**config.mk**
```make
export PLATFORM = sky130hd
export DESIGN_NAME = clock_unit_supervisor
export DESIGN_NICKNAME = d
export VERILOG_FILES = /design/src/rtl/clock_unit_pkg.sv /design/src/rtl/clock_unit_sync.sv /design/src/rtl/clock_unit_supervisor.sv
export SDC_FILE = /design/constraint.sdc
export NUM_CORES = 1
export LEC_CHECK = 0
export ABC_AREA = 1
export ABC_CLOCK_PERIOD_IN_PS = 2200
export BUFFER_PORTS_ARGS = -buffer_cell sky130_fd_sc_hd__buf_2
export CAP_MARGIN = 20
export CORE_UTILIZATION = 43
export CTS_CLUSTER_SIZE = 40
export DETAILED_ROUTE_END_ITERATION = 10
export PLACE_DENSITY = 0.67
export SLEW_MARGIN = 5
export SYNTH_ARGS = -nofsm -noshare
export SYNTH_HDL_FRONTEND = slang
export SYNTH_HIERARCHICAL = 1
export SYNTH_SLANG_ARGS = --single-unit
```
**constraint.sdc**
```tcl
create_clock -name clk -period 2.2 [get_ports clk]
set_input_delay 0.22 -clock clk [delete_from_list [all_inputs] [get_ports clk]]
set_output_delay 0.22 -clock clk [all_outputs]
set_load 0.02 [all_outputs]
```
**src/rtl/clock_unit_pkg.sv**
```systemverilog
// clock_unit_pkg: shared state encoding, counter-width helper and saturation
// limit for the clock unit supervisor.
package clock_unit_pkg;

    typedef enum logic [2:0] {
        PLL_RST   = 3'd0,
        WAIT_LOCK = 3'd1,
        STABLE    = 3'd2,
        RELEASE   = 3'd3,
        RUN       = 3'd4
    } state_e;

    localparam logic [7:0] CNT_SAT = 8'hFF;

    // Bits needed to hold the values 0 .. n-1 (at least one bit).
    function automatic int clog2(input int n);
        int r;
        int v;
        r = 0;
        v = n - 1;
        while (v > 0) begin
            r = r + 1;
            v = v >> 1;
        end
        return (r < 1) ? 1 : r;
    endfunction

endpackage

```
**src/rtl/clock_unit_sync.sv**
```systemverilog
// clock_unit_sync: two-flop synchroniser for asynchronous level inputs.
module clock_unit_sync #(
    parameter int W = 2
) (
    input  logic         clk,
    input  logic         rst,
    input  logic [W-1:0] d,
    output logic [W-1:0] q
);

    logic [W-1:0] s1_q, s1_d;
    logic [W-1:0] s2_q, s2_d;

    // Shift the raw input through two stages.
    always_comb begin
        s1_d = d;
        s2_d = s1_q;
    end

    // Synchroniser flops; reset reads as "not locked".
    always_ff @(posedge clk) begin
        if (rst) begin
            s1_q <= '0;
            s2_q <= '0;
        end else begin
            s1_q <= s1_d;
            s2_q <= s2_d;
        end
    end

    assign q = s2_q;

endmodule

```
**src/rtl/clock_unit_supervisor.sv**
```systemverilog
// clock_unit_supervisor: pulses generator resets, waits for stable lock,
// releases domain resets in order and produces programmable clock-enable
// strobes while everything is locked. Defining CLOCK_UNIT_STATUS_EN builds
// the loss_cnt / retry_cnt status counters; otherwise they read 0.
module clock_unit_supervisor
    import clock_unit_pkg::*;
#(
    parameter int N_PLL         = 2,
    parameter int N_CE          = 2,
    parameter int DIV_W         = 8,
    parameter int RST_PULSE     = 16,
    parameter int LOCK_TIMEOUT  = 65536,
    parameter int STABLE_CYCLES = 1024,
    parameter int REL_GAP       = 8
) (
    input  logic                  clk,
    input  logic                  rst,
    input  logic [N_PLL-1:0]      pll_locked,
    input  logic [N_CE*DIV_W-1:0] ce_div,
    output logic [N_PLL-1:0]      pll_rst,
    output logic [N_PLL-1:0]      dom_rst,
    output logic                  all_locked,
    output logic [N_CE-1:0]       ce_out,
    output logic [7:0]            loss_cnt,
    output logic [7:0]            retry_cnt
);

    localparam int REL_LEN = N_PLL * REL_GAP;
    localparam int MAX_A   = (RST_PULSE > LOCK_TIMEOUT) ? RST_PULSE : LOCK_TIMEOUT;
    localparam int MAX_B   = (STABLE_CYCLES > REL_LEN) ? STABLE_CYCLES : REL_LEN;
    localparam int CNT_W   = clog2((MAX_A > MAX_B) ? MAX_A : MAX_B);

    logic [N_PLL-1:0] locked_s;
    logic             lk_s;

    clock_unit_sync #(.W(N_PLL)) u_sync (
        .clk (clk),
        .rst (rst),
        .d   (pll_locked),
        .q   (locked_s)
    );

    assign lk_s = &locked_s;

    state_e           state_q, state_d;
    logic [CNT_W-1:0] cnt_q, cnt_d;
    logic [N_PLL-1:0] pll_rst_q, pll_rst_d;
    logic [N_PLL-1:0] dom_rst_q, dom_rst_d;
    logic             all_locked_q, all_locked_d;

    // Next state, shared phase counter and the outputs for the next cycle.
    always_comb begin
        state_d = state_q;
        cnt_d   = cnt_q + CNT_W'(1);
        case (state_q)
            PLL_RST: begin
                if (cnt_q == CNT_W'(RST_PULSE - 1)) begin
                    state_d = WAIT_LOCK;
                    cnt_d   = '0;
                end
            end
            WAIT_LOCK: begin
                if (lk_s) begin
                    state_d = STABLE;
                    cnt_d   = '0;
                end else if (cnt_q == CNT_W'(LOCK_TIMEOUT - 1)) begin
                    state_d = PLL_RST;
                    cnt_d   = '0;
                end
            end
            STABLE: begin
                if (!lk_s) begin
                    state_d = WAIT_LOCK;
                    cnt_d   = '0;
                end else if (cnt_q == CNT_W'(STABLE_CYCLES - 1)) begin
                    state_d = RELEASE;
                    cnt_d   = '0;
                end
            end
            RELEASE: begin
                if (!lk_s) begin
                    state_d = PLL_RST;
                    cnt_d   = '0;
                end else if (cnt_q == CNT_W'(REL_LEN - 1)) begin
                    state_d = RUN;
                    cnt_d   = '0;
                end
            end
            RUN: begin
                cnt_d = '0;
                if (!lk_s) begin
                    state_d = PLL_RST;
                end
            end
            default: begin
                state_d = PLL_RST;
                cnt_d   = '0;
            end
        endcase

        pll_rst_d    = {N_PLL{state_d == PLL_RST}};
        all_locked_d = (state_d == RUN);
        for (int i = 0; i < N_PLL; i++) begin
            dom_rst_d[i] = !((state_d == RUN) ||
                             ((state_d == RELEASE) && (cnt_d >= CNT_W'(i * REL_GAP))));
        end
    end

    // Supervisor state and registered outputs.
    always_ff @(posedge clk) begin
        if (rst) begin
            state_q      <= PLL_RST;
            cnt_q        <= '0;
            pll_rst_q    <= '1;
            dom_rst_q    <= '1;
            all_locked_q <= 1'b0;
        end else begin
            state_q      <= state_d;
            cnt_q        <= cnt_d;
            pll_rst_q    <= pll_rst_d;
            dom_rst_q    <= dom_rst_d;
            all_locked_q <= all_locked_d;
        end
    end

    assign pll_rst    = pll_rst_q;
    assign dom_rst    = dom_rst_q;
    assign all_locked = all_locked_q;

`ifdef CLOCK_UNIT_STATUS_EN
    logic       loss_inc, retry_inc;
    logic [7:0] loss_q, loss_d;
    logic [7:0] retry_q, retry_d;

    // Saturating event counters for lock loss in RUN and lock timeouts.
    always_comb begin
        loss_inc  = (state_q == RUN) && !lk_s;
        retry_inc = (state_q == WAIT_LOCK) && !lk_s &&
                    (cnt_q == CNT_W'(LOCK_TIMEOUT - 1));
        loss_d    = loss_q;
        retry_d   = retry_q;
        if (loss_inc && (loss_q != CNT_SAT)) loss_d = loss_q + 8'd1;
        if (retry_inc && (retry_q != CNT_SAT)) retry_d = retry_q + 8'd1;
    end

    // Counter registers, cleared only by rst.
    always_ff @(posedge clk) begin
        if (rst) begin
            loss_q  <= '0;
            retry_q <= '0;
        end else begin
            loss_q  <= loss_d;
            retry_q <= retry_d;
        end
    end

    assign loss_cnt  = loss_q;
    assign retry_cnt = retry_q;
`else
    assign loss_cnt  = '0;
    assign retry_cnt = '0;
`endif

    // Per-channel strobe: period counter counts 1..d within RUN, the ratio is
    // re-sampled whenever a period starts so mid-period edits wait a wrap.
    for (genvar k = 0; k < N_CE; k++) begin : g_ce
        logic [DIV_W-1:0] div_q, div_d;
        logic [DIV_W-1:0] pcnt_q, pcnt_d;
        logic             ce_q, ce_d;

        // Period bookkeeping and strobe for the next cycle.
        always_comb begin
            div_d  = div_q;
            pcnt_d = '0;
            ce_d   = 1'b0;
            if (state_d == RUN) begin
                if ((state_q != RUN) || (pcnt_q >= div_q)) begin
                    div_d  = ce_div[k*DIV_W +: DIV_W];
                    pcnt_d = DIV_W'(1);
                end else begin
                    pcnt_d = pcnt_q + DIV_W'(1);
                end
                ce_d = (div_d <= DIV_W'(1)) || (pcnt_d == div_d);
            end
        end

        // Strobe registers.
        always_ff @(posedge clk) begin
            if (rst) begin
                div_q  <= '0;
                pcnt_q <= '0;
                ce_q   <= 1'b0;
            end else begin
                div_q  <= div_d;
                pcnt_q <= pcnt_d;
                ce_q   <= ce_d;
            end
        end

        assign ce_out[k] = ce_q;
    end

endmodule

```
==> impl_metrics.env, run 1 <==
export IMPL_vias=3969
export IMPL_via_per_inst=4.83
export IMPL_place_area_um2=4480
export IMPL_drive_gt1_share_pct=28.9
export IMPL_worst_path_buf_inv=2
export IMPL_drc=0
export IMPL_fin_ws_ns=0.111
export IMPL_antenna_found_initial=0
export IMPL_path_class="flop to flop"
export IMPL_start_kind="flop"
export IMPL_crit_path_top_delay_cell="dfxtp_2"
export IMPL_period_share_pct=95.0
export IMPL_fin_util_pct=55.2
export IMPL_num_io_pins=43
export IMPL_syn_area_per_cell_um2=6.65
export IMPL_synth_edf_count=0
export IMPL_min_from="pll_locked[0]"
export IMPL_place_inst=792
export IMPL_syn_area_um2=4150
export IMPL_totalNegativeSetupSlack_ns=0
export IMPL_gp_congestion=0.878
export IMPL_dp_hpwl_um=7090
export IMPL_cts_max_level=3
export IMPL_clkLatencyLatePin_ns=0.35
export IMPL_ys_top_cells_by_area="dfxtp_1 (29%), nand2_1 (14%), inv_1 (8.8%)"
export IMPL_crit_top_cell="nand2_1"
export IMPL_die_h_um=100
export IMPL_synth_distinct_cells=42
export IMPL_synth_commonest_cells="nand2_1 (157), inv_1 (97), nor2_1 (81)"
export IMPL_rrSetupSlack_ns=0.11
export IMPL_p_leak_nw=2.36
export IMPL_fin_skew_ns=0.0144
export IMPL_synth_ff_type="dfxtp_1"
export IMPL_grt_max_degree=20
export IMPL_final_hold_viol_count=0
export IMPL_fmax_ghz=0.479
export IMPL_yosysMostFrequentCell="nand2_1"
export IMPL_fin_cells=822
export IMPL_grt_pass1_wl_um=15500
export IMPL_grt_overflow_total=0
export IMPL_cts_sinks=61
export IMPL_drt_first_pass_iters=5
export IMPL_rsz0062_at_grt="true"
export IMPL_wl_per_cell_um=12.2
export IMPL_diodes=0
export IMPL_drt_iter0_drc=137
export IMPL_nets=727
export IMPL_pre_cts_ws_ns=-0.00517
export IMPL_synth_seq_cells=61
export IMPL_grt_pass1_vias=3572
export IMPL_synth_top_cell_by_area="dfxtp_1"
export IMPL_hold_path_class="input port to flop"
export IMPL_dieArea_um2=10000
export IMPL_cp_top_family="simple AND/OR/NAND/NOR gates"
export IMPL_clock_path_buffers=2
export IMPL_timing_hold_ws_ns=0.0787
export IMPL_status="finished, final reports clean"
export IMPL_min_to="u_sync/s1_q[0]"
export IMPL_crit_fanout=6
export IMPL_setup_viol=0
export IMPL_min_period_ns=2.09
export IMPL_netlist_instances=624
export IMPL_worstPathRequired_ns=2.48
export IMPL_tritoncts="done"
export IMPL_placementRows=35
export IMPL_drv_cap=0
export IMPL_seq_area_frac_synth_pct=29.4
export IMPL_cts_made_buffers=9
export IMPL_area_delta_synth_final_pct=23.4
export IMPL_io_buffers=26
export IMPL_worstPathCellList="inv_1, ha_1, nand2_1, nor2_4, nand4_4, nand4_4, buf_6, nand2_1, nand2_1, nand2_1, nand2_1, nand2_1, nor2_1, nand2_1, a21oi_2"
export IMPL_max_stage_delay_ns=0.33
export IMPL_r2r_cells=15
export IMPL_wirelength_um=10000
export IMPL_ant_nets=0
export IMPL_ir_drop_mv=0.253
export IMPL_path_clk_slew_ns=0.08
export IMPL_end_kind="flop"
export IMPL_cts_hold_buf=0
export IMPL_coreArea_um2=9280
export IMPL_synth_async_sr_flop_share_pct=0
export IMPL_dieWidth_um=100
export IMPL_final_area_um2=5120
export IMPL_p_per_area_nw_per_um2=463
export IMPL_slew_violations=0
export IMPL_grtUsageTotal_pct=19.2
export IMPL_fin_total_pwr_mw=2.37
export IMPL_cp_arrival_ns=2.37
export IMPL_yosys_warnings=6
export IMPL_min_path_cells=3
export IMPL_root_buffer="clkbuf_8"
export IMPL_r2r_start="g_ce[1].div_q[5]"
export IMPL_r2r_end="g_ce[1].ce_q"
export IMPL_start_util_pct=44.7
export IMPL_synth_top_area_share_pct=29.4
==> how the worst max path moves through the flow <==
stage / from / endpoint / slack [ns] / cells after the start
6_report: g_ce[1].div_q[5] / g_ce[1].ce_q / 0.11 / 15
5_1_grt: g_ce[0].pcnt_q[7] / g_ce[0].ce_q / -0.03 / 13
3_3_place_gp: g_ce[0].div_q[7] / g_ce[0].ce_q / 0.002 / 15
3_5_place_dp: g_ce[0].div_q[7] / g_ce[0].ce_q / -0.005 / 15
4_1_cts: g_ce[0].div_q[2] / g_ce[0].ce_q / 0.04 / 14
2_1_floorplan: g_ce[0].div_q[7] / g_ce[0].ce_q / 0.25 / 14
==> where the power goes <==
part | internal, mW | total, mW | switching, mW
sequential | 1.11 | 1.11 | 0.00383
clock | 0.636 | 1.11 | 0.471
combinational | 0.0530 | 0.151 | 0.0978
==> layout by cell type (no fill, tap or decap), drive strengths merged <==
master	instances
o21bai	3
ha	19
or2	1
and3	2
inv	105
clkbuf	10
bufinv	2
o22ai	1
nor2	98
o21ai	19
a211oi	4
a21oi	24
nand3	39
dfxtp	61
nor4	1
nor3	11
buf	63
and2	3
xnor2	1
xor2	7
clkinv	5
nand2	176
conb	16
clkinvlp	3
nor3b	2
nand4	17
==> cell families (layout without fill, tap and decap cells) <==
family                     Yosys count  in the layout  share of synthesized area [%]
DFF                                 61             61                           29.4
buffers and inverters              136            188                           15.2
and+or+nand+nor                    348            350                           40.7
AOI/OAI and AO/OA                   51             51                           7.15
other                                1             16                         0.0904
adders and majority gates           19             19                           5.73
xor gates and xnor gates             8              8                           1.69
==> layer usage <==
| layer | routed length [um] | vias to the layer above | track usage, % |
|---|---|---|---|
| li1 | - | 2048 | - |
| met1 | 4300 | 1820 | 22.7 |
| met2 | 5130 | 89 | 34.6 |
| met3 | 416 | 12 | 4.67 |
| met4 | 150 | 0 | 5.13 |
| met5 | 0 | - | 0 |
==> worst min-delay path, cell delays in order <==
cell,delay [ns]
buf_2,0.07
inv_1,0.03
nor2_1,0.06
==> sequential cells by signal, indices dropped and copies added (netlist names) <==
register	count
g_ce.div_q	16
pll_rst	1
dom_rst	2
all_locked	1
g_ce.pcnt_q	16
u_sync/s1_q	2
state_q	3
g_ce.ce_q	2
cnt_q	16
u_sync/q	2
==> cell type report <==
class,count,area [um^2]
well taps,129,161
fillers,955,4160
inverters,107,412
clock buffers,10,128
flip-flops and latches,61,1240
multi-input cells,444,2650
repair inverters,2,11.3
repair buffers,63,435
clock inverters,6,87.6
==> timing repair <==
action | 4_1_cts | 5_1_grt
pin swaps | 1 | 31
setup buffers | 0 | 10
setup endpoints to repair | 1 | 6
resized for setup | 0 | 81
cloned | 1 | 3
Power figures use the tool's default switching activity.
==> run 2: changes to the inputs <==
--- a/config.mk
+++ b/config.mk
@@ -7,7 +7,7 @@
 export LEC_CHECK = 0
 export ABC_AREA = 1
 export ABC_CLOCK_PERIOD_IN_PS = 2200
-export BUFFER_PORTS_ARGS = -buffer_cell sky130_fd_sc_hd__buf_2
+export BUFFER_PORTS_ARGS = -buffer_cell sky130_fd_sc_hd__clkbuf_2
 export CAP_MARGIN = 20
 export CORE_UTILIZATION = 43
 export CTS_CLUSTER_SIZE = 40
@@ -18,3 +18,4 @@
 export SYNTH_HDL_FRONTEND = slang
 export SYNTH_HIERARCHICAL = 1
 export SYNTH_SLANG_ARGS = --single-unit
+export TNS_END_PERCENT = 5
==> run 2 against run 1 <==
First-iteration DRC count grew 3.6%. Core utilization grew 0.24 points. Largest power group unchanged. Die area is the same. Critical path depth shrank 3. Via count shrank 2.7%. Register-to-register slack is essentially flat.
==> impl_metrics.env, run 2 (same netlist as run 1, synthesis figures left out) <==
export IMPL_status="finished, final reports clean"
export IMPL_grt_max_degree=22
export IMPL_clkLatencyLatePin_ns=0.34
export IMPL_tritoncts="done"
export IMPL_coreArea_um2=9280
export IMPL_drc=0
export IMPL_dieWidth_um=100
export IMPL_path_class="flop to flop"
export IMPL_p_per_area_nw_per_um2=418
export IMPL_wl_per_cell_um=11.7
export IMPL_root_buffer="clkbuf_8"
export IMPL_grt_pass1_wl_um=15300
export IMPL_wirelength_um=9660
export IMPL_period_share_pct=94.9
export IMPL_diodes=0
export IMPL_clockPowerShare_pct=40.8
export IMPL_via_per_inst=4.70
export IMPL_drt_first_pass_iters=4
export IMPL_fin_ws_ns=0.111
export IMPL_drt_iter0_drc=142
export IMPL_io_buffers=26
export IMPL_crit_path_top_delay_cell="dfxtp_1"
export IMPL_hold_path_class="input port to flop"
export IMPL_dieArea_um2=10000
export IMPL_pre_cts_ws_ns=-0.0512
export IMPL_place_inst=791
export IMPL_area_delta_synth_final_pct=24.0
export IMPL_timing_hold_ws_ns=0.0698
export IMPL_grtUsageTotal_pct=19.2
export IMPL_placementRows=35
export IMPL_p_leak_nw=2.31
export IMPL_start_kind="flop"
export IMPL_crit_fanout=6
export IMPL_cts_sinks=61
export IMPL_max_stage_delay_ns=0.42
export IMPL_cts_hold_buf=0
export IMPL_totalNegativeSetupSlack_ns=0
export IMPL_netSwitchingPower_mw=0.575
export IMPL_drv_cap=0
export IMPL_final_common_cell="nand2_1"
export IMPL_vias=3862
export IMPL_slew_violations=0
export IMPL_ant_nets=0
export IMPL_p_sw_share_pct=26.7
export IMPL_fin_cells=822
export IMPL_setup_viol=0
export IMPL_worstPathCellList="ha_4, a21oi_1, nand2_2, nand2_2, nand4_4, buf_12, nand2_2, nand2_2, buf_4, nor3_2, nand2_1, a21oi_2"
export IMPL_ir_drop_mv=0.224
export IMPL_cts_made_buffers=9
export IMPL_crit_top_cell="nand2_2"
export IMPL_gp_congestion=0.833
export IMPL_fmax_ghz=0.479
export IMPL_antenna_found_initial=0
export IMPL_clock_path_buffers=2
export IMPL_nets=727
export IMPL_worst_path_buf_inv=2
export IMPL_dp_hpwl_um=6990
export IMPL_rrSetupSlack_ns=0.11
export IMPL_register_area_um2=1240
export IMPL_final_cell_mix="nand2_1 (128), inv_1 (85), nor2_1 (77)"
export IMPL_num_io_pins=43
export IMPL_cts_max_level=3
export IMPL_num_fill_cells=887
export IMPL_largest_registers="cnt_q: 16 flops, g_ce.div_q: 16 flops, g_ce.pcnt_q: 16 flops"
export IMPL_fin_skew_ns=0.00766
export IMPL_rsz0062_at_grt="true"
export IMPL_path_clk_slew_ns=0.07
export IMPL_worstPathRequired_ns=2.48
export IMPL_cp_arrival_ns=2.36
export IMPL_final_hold_viol_count=0
export IMPL_drive_gt1_share_pct=31.7
export IMPL_cp_top_family="simple AND/OR/NAND/NOR gates"
export IMPL_start_util_pct=44.7
export IMPL_grt_overflow_total=0
export IMPL_multi_input_area_um2=2680
export IMPL_min_period_ns=2.09
export IMPL_die_h_um=100
export IMPL_seq_power_share_pct=51.9
export IMPL_grt_pass1_vias=3472
export IMPL_end_kind="flop"
export IMPL_p_int_mw=1.57
export IMPL_combPwrFrac_pct=7.3
run 2: cell count changes in the layout (fill, tap and decap cells not counted), moves of 2 or more:
cell / delta
buf_2: -26
clkbuf_2: +26
nand2_1: -16
nand2_2: +16
nor2_1: -4
nor2_2: +4
a21oi_1: +2
a21oi_2: -2
buf_6: +2
bufinv_16: -2
inv_2: -2
nand3_1: -2
nand3_2: +2
nand4_2: -2
run 2: layout make-up:
type	instances	area share [%]
Sequential cell	61	24.1
Tap cell	129	3.14
Clock buffer	10	2.48
Clock inverter	6	0.778
Inverter	107	8.03
Timing Repair Buffer	65	9.15
Timing Repair inverter	2	0.316
Multi-Input combinational cell	442	52.0
run 2: through the flow:
step                      instance area (um^2)  total power, mW  util (%)
after floorplan                           4210             1.26         -
after global placement                    4470             1.28      48.1
after detailed placement                  4470             1.28      48.1
after CTS                                 4660             2.15      50.2
after global routing                      5140             2.24      55.4
final                                     5140             2.15      55.4
run 2: per-layer routing:
layer  vias up  part of all wire (%)  track usage [%]
met5         -                     0                0
met4         0                   1.1             6.47
met1      1744                    45             23.9
met2        72                    51             33.1
met3         9                   3.5             3.76
li1       2037                     -                -
run 2: power by group through the flow:
stage	clock, mW	sequential [mW]	combinational (mW)
2_1_floorplan	0	1.14	0.122
3_3_place_gp	0	1.14	0.141
3_5_place_dp	0	1.14	0.142
4_1_cts	0.893	1.12	0.143
5_1_grt	0.953	1.12	0.174
6_report	0.877	1.12	0.156
run 2: timing repair:
item / 4_1_cts / 5_1_grt
resized for setup: 0 / 99
setup buffers: 1 / 12
hold endpoints to repair: 0 / 0
pin swaps: 1 / 39
gates cloned: 0 / 2
endpoints found under the setup margin: 1 / 15
run 2: worst min-delay path, cell delays in order:
cell and delay (ns):
clkbuf_2 0.08, inv_1 0.04, nor2_1 0.03
run 2: final timing paths:
path                      from             end  cells past startpoint
max          g_ce[0].pcnt_q[3]    g_ce[0].ce_q                     12
min              pll_locked[1]  u_sync/s1_q[1]                      3
max reg2reg  g_ce[0].pcnt_q[3]    g_ce[0].ce_q                     12
min reg2reg     u_sync/s1_q[0]     u_sync/q[0]                      2
==> run 3: changes to the inputs <==
--- a/config.mk
+++ b/config.mk
@@ -7,12 +7,13 @@
 export LEC_CHECK = 0
 export ABC_AREA = 1
 export ABC_CLOCK_PERIOD_IN_PS = 2200
-export BUFFER_PORTS_ARGS = -buffer_cell sky130_fd_sc_hd__clkbuf_2
+export BUFFER_PORTS_ARGS = -buffer_cell sky130_fd_sc_hd__buf_4
 export CAP_MARGIN = 20
-export CORE_UTILIZATION = 43
+export CORE_UTILIZATION = 60
 export CTS_CLUSTER_SIZE = 40
 export DETAILED_ROUTE_END_ITERATION = 10
-export PLACE_DENSITY = 0.67
+export GPL_TIMING_DRIVEN = 0
+export PLACE_DENSITY = 0.87
 export SLEW_MARGIN = 5
 export SYNTH_ARGS = -nofsm -noshare
 export SYNTH_HDL_FRONTEND = slang
==> run 3 against run 2 <==
The flow now finishes with violations (setup timing). Sequential cell count did not move. Clock skew increased by 0.015 ns. Clock-buffer cell count rose by 3. Critical endpoint is now g_ce[1].ce_q. Highest routed layer unchanged.
==> impl_metrics.env, run 3 (same netlist as run 1, synthesis figures left out) <==
export IMPL_setup_viol=4
export IMPL_grt_max_degree=11
export IMPL_grt_overflow_total=0
export IMPL_violations="setup timing"
export IMPL_fin_cells=778
export IMPL_clkLatencyLatePin_ns=0.36
export IMPL_fin_skew_ns=0.0230
export IMPL_crit_fanout=5
export IMPL_min_period_ns=2.39
export IMPL_hold_path_class="input port to flop"
export IMPL_status="complete, but fails checks"
export IMPL_multi_input_area_um2=2660
export IMPL_via_per_inst=5.61
export IMPL_path_clk_slew_ns=0.07
export IMPL_min_to="u_sync/q[0]"
export IMPL_rsz0062_at_grt="true"
export IMPL_placementRows=29
export IMPL_drv_cap=0
export IMPL_wirelength_um=12200
export IMPL_dieWidth_um=85.2
export IMPL_gp_congestion=0.886
export IMPL_io_buffers=26
export IMPL_final_cell_mix="nand2_1 (129), inv_1 (83), nor2_1 (78)"
export IMPL_num_fill_cells=396
export IMPL_coreArea_um2=6490
export IMPL_dieArea_um2=7250
export IMPL_ir_drop_mv=0.360
export IMPL_grt_pass1_wl_um=16500
export IMPL_fmax_ghz=0.419
export IMPL_worstPathRequired_ns=2.47
export IMPL_num_io_pins=43
export IMPL_dp_hpwl_um=7010
export IMPL_area_delta_synth_final_pct=26.8
export IMPL_grt_pass1_vias=3781
export IMPL_fin_total_pwr_mw=2.40
export IMPL_start_kind="flop"
export IMPL_cts_max_level=3
export IMPL_diodes=0
export IMPL_cts_sinks=61
export IMPL_r2r_cells=18
export IMPL_drive_gt1_share_pct=32.8
export IMPL_drt_iter0_drc=445
export IMPL_tritoncts="done"
export IMPL_r2r_start="g_ce[1].div_q[3]"
export IMPL_fin_ws_ns=-0.186
export IMPL_drt_first_pass_iters=7
export IMPL_clock_path_buffers=2
export IMPL_path_class="flop to flop"
export IMPL_period_share_pct=108
export IMPL_start_util_pct=63.9
export IMPL_final_hold_viol_count=0
export IMPL_place_area_um2=4500
export IMPL_min_from="rst"
export IMPL_final_area_um2=5260
export IMPL_p_leak_nw=2.43
export IMPL_cp_arrival_ns=2.66
export IMPL_root_buffer="clkbuf_8"
export IMPL_largest_registers="cnt_q: 16 flops, g_ce.div_q: 16 flops, g_ce.pcnt_q: 16 flops"
export IMPL_register_area_um2=1240
export IMPL_cts_made_buffers=9
export IMPL_antenna_found_initial=0
export IMPL_grtUsageTotal_pct=28.6
export IMPL_wl_per_cell_um=15.7
export IMPL_p_per_area_nw_per_um2=456
export IMPL_die_h_um=85.2
export IMPL_nets=735
export IMPL_final_common_cell="nand2_1"
export IMPL_end_kind="flop"
export IMPL_place_inst=742
export IMPL_rrSetupSlack_ns=-0.19
export IMPL_slew_violations=0
export IMPL_min_path_cells=2
export IMPL_vias=4367
export IMPL_ant_nets=0
export IMPL_r2r_end="g_ce[1].ce_q"
export IMPL_drc=0
run 3: changes by cell type in the layout (fill, tap and decap cells not counted), moves of 3 or more:
| cell | change |
|---|---|
| inv_2 | +3 |
| clkbuf_2 | -24 |
| clkbuf_8 | +3 |
| dfxtp_2 | +5 |
| buf_6 | -5 |
| dfxtp_1 | -5 |
| buf_4 | +30 |
run 3: how the worst max path moves through the flow:
stage                           from           end  cells past startpoint
finish              g_ce[1].div_q[3]  g_ce[1].ce_q                     18
global route        g_ce[1].div_q[3]  g_ce[1].ce_q                     17
CTS                 g_ce[1].div_q[6]  g_ce[1].ce_q                     16
detailed placement  g_ce[1].div_q[7]  g_ce[1].ce_q                     15
global placement    g_ce[1].div_q[7]  g_ce[1].ce_q                     15
floorplan           g_ce[0].div_q[7]  g_ce[0].ce_q                     14
run 3: routing by layer:
layer  up-vias  part of all wire (%)  global-route usage, %
met5         -                     0                      0
met4         0                   5.6                   13.9
met3        86                   8.5                   4.86
met2       292                    49                   49.2
met1      1944                    37                   34.6
li1       2045                     -                      -
run 3: per-stage QoR:
| step | util [%] | worst slack, ns | setup TNS, ns | hold WS [ns] |
|---|---|---|---|---|
| finish | 81.0 | -0.186 | -0.283 | 0.0676 |
| global route | 81.0 | -0.237 | -0.585 | 0.0689 |
| CTS | 74.1 | -0.0163 | -0.0163 | 0.0592 |
| detailed placement | 69.2 | -0.0215 | -0.0276 | 0.397 |
| global placement | 69.2 | 0.0376 | 0 | 0.392 |
| floorplan | - | 0.255 | 0 | 0.291 |
run 3: area by class of cell:
| type | instances | share of cell area (%) |
|---|---|---|
| clock buffers | 13 | 3.21 |
| repair inverters | 1 | 0.119 |
| multi-input cells | 442 | 50.5 |
| flip-flops and latches | 61 | 23.7 |
| repair buffers | 45 | 7.68 |
| well taps | 77 | 1.83 |
| clock inverters | 3 | 0.808 |
| plain buffers | 29 | 4.28 |
| inverters | 107 | 7.87 |
run 3: timing repair:
item,in CTS,in global routing
hold buffers,0,0
endpoints found under the setup margin,2,10
setup buffers,3,14
cloned,2,1
pin swaps,2,36
resized for setup,6,95
run 3: power breakdown:
group | internal, mW | switching [mW] | leakage [nW]
Clock | 0.615 | 0.477 | 0.106
Sequential | 1.11 | 0.00407 | 0.503
Combinational | 0.0793 | 0.113 | 1.82
Total | 1.81 | 0.593 | 2.43
run 3: critical path: stages (launching register included):
cell and delay (ns):
dfxtp_1 0.31, inv_2 0.13, ha_4 0.22, nand2_1 0.10
inv_2 0.06, nand2_2 0.07, nand2_2 0.07, nand2_2 0.09
nand4_4 0.18, buf_12 0.19, inv_8 0.08, nand2_2 0.08
nand2_2 0.11, nand2_1 0.09, nand2_2 0.08, nand2_2 0.06
nor2_2 0.13, nand2_1 0.10, a21oi_2 0.14
